===== config.mk =====
export PLATFORM = sky130hd
export DESIGN_NAME = run_controller
export DESIGN_NICKNAME = d
export VERILOG_FILES = /design/src/rtl/run_ctrl_pkg.sv /design/src/rtl/sat_counter.sv /design/src/rtl/run_controller.sv
export SDC_FILE = /design/constraint.sdc
export NUM_CORES = 1
export LEC_CHECK = 0
export BUFFER_PORTS_ARGS = -buffer_cell sky130_fd_sc_hd__buf_2
export CAP_MARGIN = 0
export CORE_AREA = 8 8 80 152
export DETAILED_ROUTE_END_ITERATION = 7
export DIE_AREA = 0 0 88 160
export SETUP_SLACK_MARGIN = 0.5
export SLEW_MARGIN = 40
export SYNTH_ARGS = -nofsm -noshare
export SYNTH_HDL_FRONTEND = slang
export SYNTH_SLANG_ARGS = --single-unit

===== constraint.sdc =====
create_clock -name clock -period 2.8 [get_ports clock]
set_clock_uncertainty 0.1 [all_clocks]
set_input_delay 0 -clock clock [delete_from_list [all_inputs] [get_ports clock]]
set_output_delay 0 -clock clock [all_outputs]
set_load 0.05 [all_outputs]

===== src/rtl/run_ctrl_pkg.sv =====
// rtl/run_ctrl_pkg.sv - shared state encoding and parameter defaults for run_controller
package run_ctrl_pkg;

  localparam int STATE_W = 3;

  typedef enum logic [STATE_W-1:0] {
    ST_HOLD    = 3'd0,
    ST_RUN     = 3'd1,
    ST_DRAIN   = 3'd2,
    ST_HALTED  = 3'd3,
    ST_TIMEOUT = 3'd4
  } state_t;

  localparam int DEF_RESET_CYCLES = 1;
  localparam int DEF_MAX_CYCLES   = 100000;
  localparam int DEF_DRAIN_CYCLES = 4;

endpackage


===== src/rtl/sat_counter.sv =====
// rtl/sat_counter.sv - saturating up-counter with synchronous clear
module sat_counter #(
  parameter int W = 32
) (
  input  logic         clock,
  input  logic         reset,
  input  logic         clr,
  input  logic         en,
  output logic [W-1:0] q
);

  // count up on enable, stick at all-ones instead of wrapping
  always_ff @(posedge clock) begin
    if (reset || clr) begin
      q <= '0;
    end else if (en && (q != '1)) begin
      q <= q + 1'b1;
    end
  end

endmodule


===== src/rtl/run_controller.sv =====
// rtl/run_controller.sv - core reset sequencing, run accounting, halt drain and watchdog
module run_controller
  import run_ctrl_pkg::*;
#(
  parameter int RESET_CYCLES = DEF_RESET_CYCLES,
  parameter int MAX_CYCLES   = DEF_MAX_CYCLES,
  parameter int DRAIN_CYCLES = DEF_DRAIN_CYCLES,
  parameter int CNT_W        = 32
) (
  input  logic               clock,
  input  logic               reset,
  input  logic               halt_req,
  input  logic               retire,
  output logic               core_reset,
  output logic               run,
  output logic               done,
  output logic               timeout,
  output logic [CNT_W-1:0]   cycle_count,
  output logic [CNT_W-1:0]   retire_count,
  output logic [STATE_W-1:0] state
);

  localparam int HOLD_W  = $clog2(RESET_CYCLES + 1);
  localparam int DRAIN_W = (DRAIN_CYCLES < 2) ? 1 : $clog2(DRAIN_CYCLES);
  // watchdog compare is done at >= 32 bits so a narrow, saturated cycle
  // counter can never alias onto a large MAX_CYCLES value
  localparam int CMP_W   = (CNT_W > 32) ? CNT_W : 32;

  localparam logic [HOLD_W-1:0]  HOLD_LAST  = HOLD_W'(RESET_CYCLES - 1);
  localparam logic [DRAIN_W-1:0] DRAIN_LAST = DRAIN_W'(DRAIN_CYCLES - 1);
  localparam logic [CMP_W-1:0]   WATCH_LAST = CMP_W'(MAX_CYCLES - 1);

  state_t             st, st_nxt;
  logic [HOLD_W-1:0]  hold_cnt, hold_nxt;
  logic [DRAIN_W-1:0] drain_cnt, drain_nxt;
  logic               counting;
  logic               count_clr;
  logic [CMP_W-1:0]   cycle_ext;

  assign cycle_ext = CMP_W'(cycle_count);
  assign counting  = (st == ST_RUN) || (st == ST_DRAIN);
  assign count_clr = (st == ST_HOLD);
  assign state     = st;

  // next-state logic plus hold and drain counter updates
  always_comb begin
    st_nxt    = st;
    hold_nxt  = hold_cnt;
    drain_nxt = drain_cnt;
    case (st)
      ST_HOLD: begin
        if (hold_cnt == HOLD_LAST) begin
          st_nxt   = ST_RUN;
          hold_nxt = '0;
        end else begin
          hold_nxt = hold_cnt + 1'b1;
        end
      end
      ST_RUN: begin
        // a halt in the same cycle as the watchdog limit takes priority
        if (halt_req) begin
          st_nxt    = (DRAIN_CYCLES == 0) ? ST_HALTED : ST_DRAIN;
          drain_nxt = '0;
        end else if (cycle_ext == WATCH_LAST) begin
          st_nxt = ST_TIMEOUT;
        end
      end
      ST_DRAIN: begin
        if (drain_cnt == DRAIN_LAST) begin
          st_nxt = ST_HALTED;
        end else begin
          drain_nxt = drain_cnt + 1'b1;
        end
      end
      default: st_nxt = st;
    endcase
  end

  // state register and registered status outputs decoded from the next state
  always_ff @(posedge clock) begin
    if (reset) begin
      st         <= ST_HOLD;
      hold_cnt   <= '0;
      drain_cnt  <= '0;
      core_reset <= 1'b1;
      run        <= 1'b0;
      done       <= 1'b0;
      timeout    <= 1'b0;
    end else begin
      st         <= st_nxt;
      hold_cnt   <= hold_nxt;
      drain_cnt  <= drain_nxt;
      core_reset <= (st_nxt == ST_HOLD);
      run        <= (st_nxt == ST_RUN) || (st_nxt == ST_DRAIN);
      done       <= (st_nxt == ST_HALTED) || (st_nxt == ST_TIMEOUT);
      timeout    <= (st_nxt == ST_TIMEOUT);
    end
  end

  sat_counter #(.W(CNT_W)) u_cycles (
    .clock (clock),
    .reset (reset),
    .clr   (count_clr),
    .en    (counting),
    .q     (cycle_count)
  );

  sat_counter #(.W(CNT_W)) u_retires (
    .clock (clock),
    .reset (reset),
    .clr   (count_clr),
    .en    (counting && retire),
    .q     (retire_count)
  );

endmodule


==> results.json <==
{
  "p_int_mw": 1.80,
  "finalWorstPathRequiredPeriod_ns": 2.17,
  "routedWlPerCell_um": 18.6,
  "hpwlAfterDp_mm": 9.60,
  "area_growth_pct": 23.0,
  "worst_ep_required_time_ns": 2.91,
  "p_sw_mw": 0.619,
  "worst-path-max-fanout": 19,
  "run_status": "finished clean",
  "syn-cell-area_um2": 3960,
  "route.antenna.remaining_nets": 0,
  "critPathCaptureType": "flop",
  "fp.coreArea_um2": 10100,
  "initial_antenna_violation_count": 0,
  "timing.final.crit_share_pct": 77.6,
  "place.port_buffers": 74,
  "num_antenna_cells": 0,
  "synth-edff-count": 0,
  "yosysTopAreaCell": "dfxtp_1",
  "rsz0062_at_grt": "false",
  "worst_hold_startpoint": "retire",
  "yosysUniqueCellTypes": 59,
  "path_clk_slew_ns": 0.06,
  "final-max-slew-violation-count": 0,
  "syn_nets": 486,
  "final_hold_viol_count": 0,
  "dieWidth_um": 88,
  "cts-buffers-inserted": 9,
  "synthTopCellsByArea": "dfxtp_1 (37%), a21oi_1 (5.7%), nand4_1 (4.4%), or4_1 (4.0%), or3_1 (3.8%)",
  "number_of_standard_cell_rows_in_the_floorplan": 52,
  "vdd_ir_drop_max_uv": 318,
  "post_synth_inst_count": 479,
  "static-leakage-power_nw": 1.84,
  "number_of_top_level_pins": 75,
  "first_iter_violations": 204,
  "maximum_buffer_depth_of_the_clock_tree": 2,
  "netSwitchingFraction_pct": 25.6,
  "pwr-share-clk_pct": 47.1,
  "reg2regPathDepth": 6,
  "grt_start_max_net_pins": 39,
  "design.die.area_um2": 14100,
  "clk_root_buffer_cell": "clkbuf_16",
  "report.final.setup_viol": 0,
  "cpPeakStageDelay_ns": 0.63,
  "synth_top_area_share_pct": 36.9,
  "crit-reg2reg-launch": "u_retires.q[10]$_SDFFE_PP0P_",
  "timing.critical_path.slowest_stage_cell": "or4_4",
  "filler_cell_count": 980,
  "actual_slew_at_the_worst_max_slew_pin_ns": 0.701,
  "postLayoutSetupSlackWorst_ns": 0.626,
  "gpl.final_weighted_congestion": 0.855,
  "synth-main-ff-cell": "dfxtp_1",
  "cp-startpoint": "u_retires.q[10]$_SDFFE_PP0P_",
  "timing.critical_path.cells": "nand4_1, or4_4, nor4_4, buf_4, or3_2, a21oi_1",
  "cts-htree-levels": 3,
  "power_density_over_cell_area_nw_per_um2": 496,
  "final.setup.tns_ns": 0,
  "hold_path.class": "in -> reg",
  "tritoncts": "yes",
  "synthesized_area_per_cell_um2": 8.28,
  "ys_ff_latch": 73,
  "yosysWarningCount": 0,
  "timing.hold.worst_path_depth": 5,
  "first_global_vias": 3960,
  "area_occupied_by_multi_input_gates_um2": 2400,
  "die-height_um": 160,
  "number_of_vias_per_cell": 6.08,
  "async_flop_share_pct": 0,
  "cap_violations": 0,
  "synth.yosys.seq_area_share_pct": 36.9,
  "fin_nets": 560,
  "fmax_ghz": 0.460,
  "clock_latency_ns": 0.34,
  "crit_arrival_ns": 2.29,
  "path_class": "reg -> reg",
  "routed_wirelength_mm": 12.9,
  "num_vias": 4210,
  "pre_cts_slack_ns": 0.564,
  "p_seq_share_pct": 44.1,
  "gr-total-overflow": 0,
  "first_pass_grt_wire_length_mm": 20.4,
  "post_route_cells_drive_above_1_share_pct": 27.2,
  "start_util_pct": 39.3,
  "groute.usage.overall_pct": 18.5,
  "worst_setup_path_start_kind": "flop",
  "drtPass1Iterations": 5,
  "clock_sink_count": 73,
  "max_slew_margin_pct": 53.1,
  "seq_area_um2": 1480,
  "power.combinational.fraction_pct": 8.8,
  "route.detailed.drc": 0
}
-- cells in the final DEF, fill, tap and decap left out, types with 17 or more instances in the layout --
cell type,n
or4_1,21
nand4_1,28
o21ai_0,25
nand3_1,27
a21oi_1,45
nand2_1,35
or3_1,24
buf_2,74
nor2_1,18
dfxtp_1,59
o31ai_1,17
-- through the flow --
stage | cells | hold WS [ns] | power [mW] | util, % | instance area, µm²
2_1_floorplan | 479 | -0.00962 | 1.23 | - | 3980
3_3_place_gp | 674 | 0.170 | 1.30 | 44.7 | 4510
3_5_place_dp | 674 | 0.170 | 1.30 | 44.7 | 4510
4_1_cts | 692 | 0.0589 | 2.45 | 47.8 | 4820
5_1_grt | 693 | 0.0791 | 2.51 | 48.3 | 4870
6_report | 693 | 0.0691 | 2.42 | 48.3 | 4870
-- layout make-up --
type | instances | area share (%)
clock buffers | 11 | 4.77
clock inverters | 5 | 1.16
inverters | 7 | 0.539
multi-input cells | 372 | 49.3
flip-flops and latches | 73 | 30.3
well taps | 135 | 3.47
repair buffers | 90 | 10.4
-- worst max-delay path: cells and delay by family, from the launching register on --
| kind | cells | cell delay (ns) |
|---|---|---|
| simple gates | 4 | 1.25 |
| buf+inv | 1 | 0.27 |
| compound gates | 1 | 0.06 |
| flops | 1 | 0.37 |
-- flip-flops by register name (all words and copies together), names as in the netlist --
| name | count |
|---|---|
| core_reset | 1 |
| run | 1 |
| u_retires.q | 32 |
| state | 3 |
| done | 1 |
| drain_cnt | 2 |
| timeout | 1 |
| u_cycles.q | 32 |
-- Yosys cell counts, drive strengths merged, types with 3 or more instances --
| cell type | number |
|---|---|
| a21oi | 50 |
| a31oi | 4 |
| a41o | 3 |
| and2 | 3 |
| and3 | 12 |
| and4 | 13 |
| buf | 10 |
| clkbuf | 17 |
| dfxtp | 73 |
| ha | 3 |
| inv | 7 |
| mux2i | 4 |
| nand2 | 35 |
| nand2b | 4 |
| nand3 | 30 |
| nand4 | 30 |
| nor2 | 19 |
| nor3 | 8 |
| nor4 | 13 |
| nor4b | 4 |
| o211ai | 7 |
| o21a | 3 |
| o21ai | 30 |
| o311ai | 3 |
| o31ai | 18 |
| or2 | 3 |
| or3 | 28 |
| or4 | 26 |
-- power groups by stage --
stage	Clock (mW)	Sequential (mW)	Combinational [mW]
final	1.14	1.07	0.213
after global routing	1.21	1.07	0.228
after CTS	1.17	1.07	0.214
after detailed placement	0	1.09	0.211
after global placement	0	1.09	0.209
after floorplan	0	1.12	0.110
-- timing repair --
action	CTS	global route
endpoints found under the hold margin	9	0
endpoints found under the setup margin	0	20
setup buffers	0	1
hold buffers	2	0
gates resized for setup	0	9
-- path summary, 6_finish.rpt --
check                                                    to  slack [ns]
worst max-delay path            u_retires.q[9]$_SDFFE_PP0P_        0.63
worst min-delay path            u_retires.q[1]$_SDFFE_PP0P_        0.07
worst max register to register  u_retires.q[9]$_SDFFE_PP0P_        0.63
worst min register to register    drain_cnt[1]$_SDFFE_PP0P_        0.39
-- layer usage --
| layer | wire, µm | track usage (%) | vias to the layer above |
|---|---|---|---|
| li1 | - | - | 2028 |
| met1 | 4670 | 17.9 | 2009 |
| met2 | 7200 | 34.8 | 142 |
| met3 | 632 | 3.19 | 31 |
| met4 | 406 | 9.79 | 0 |
| met5 | 0 | 0 | - |
-- cell families after synthesis --
group                    count (synthesis)  synth area share [%]
AO/OA/AOI/OAI                          123                  19.5
multiplexers                             4                  1.01
flip-flops                              73                  36.9
XOR/XNOR                                 3                 0.663
buffers and inverters                   34                  3.69
AND/OR/NAND/NOR                        239                  37.3
adder cells (fa/ha/maj)                  3                 0.947
(Power assumes the default switching activity.)
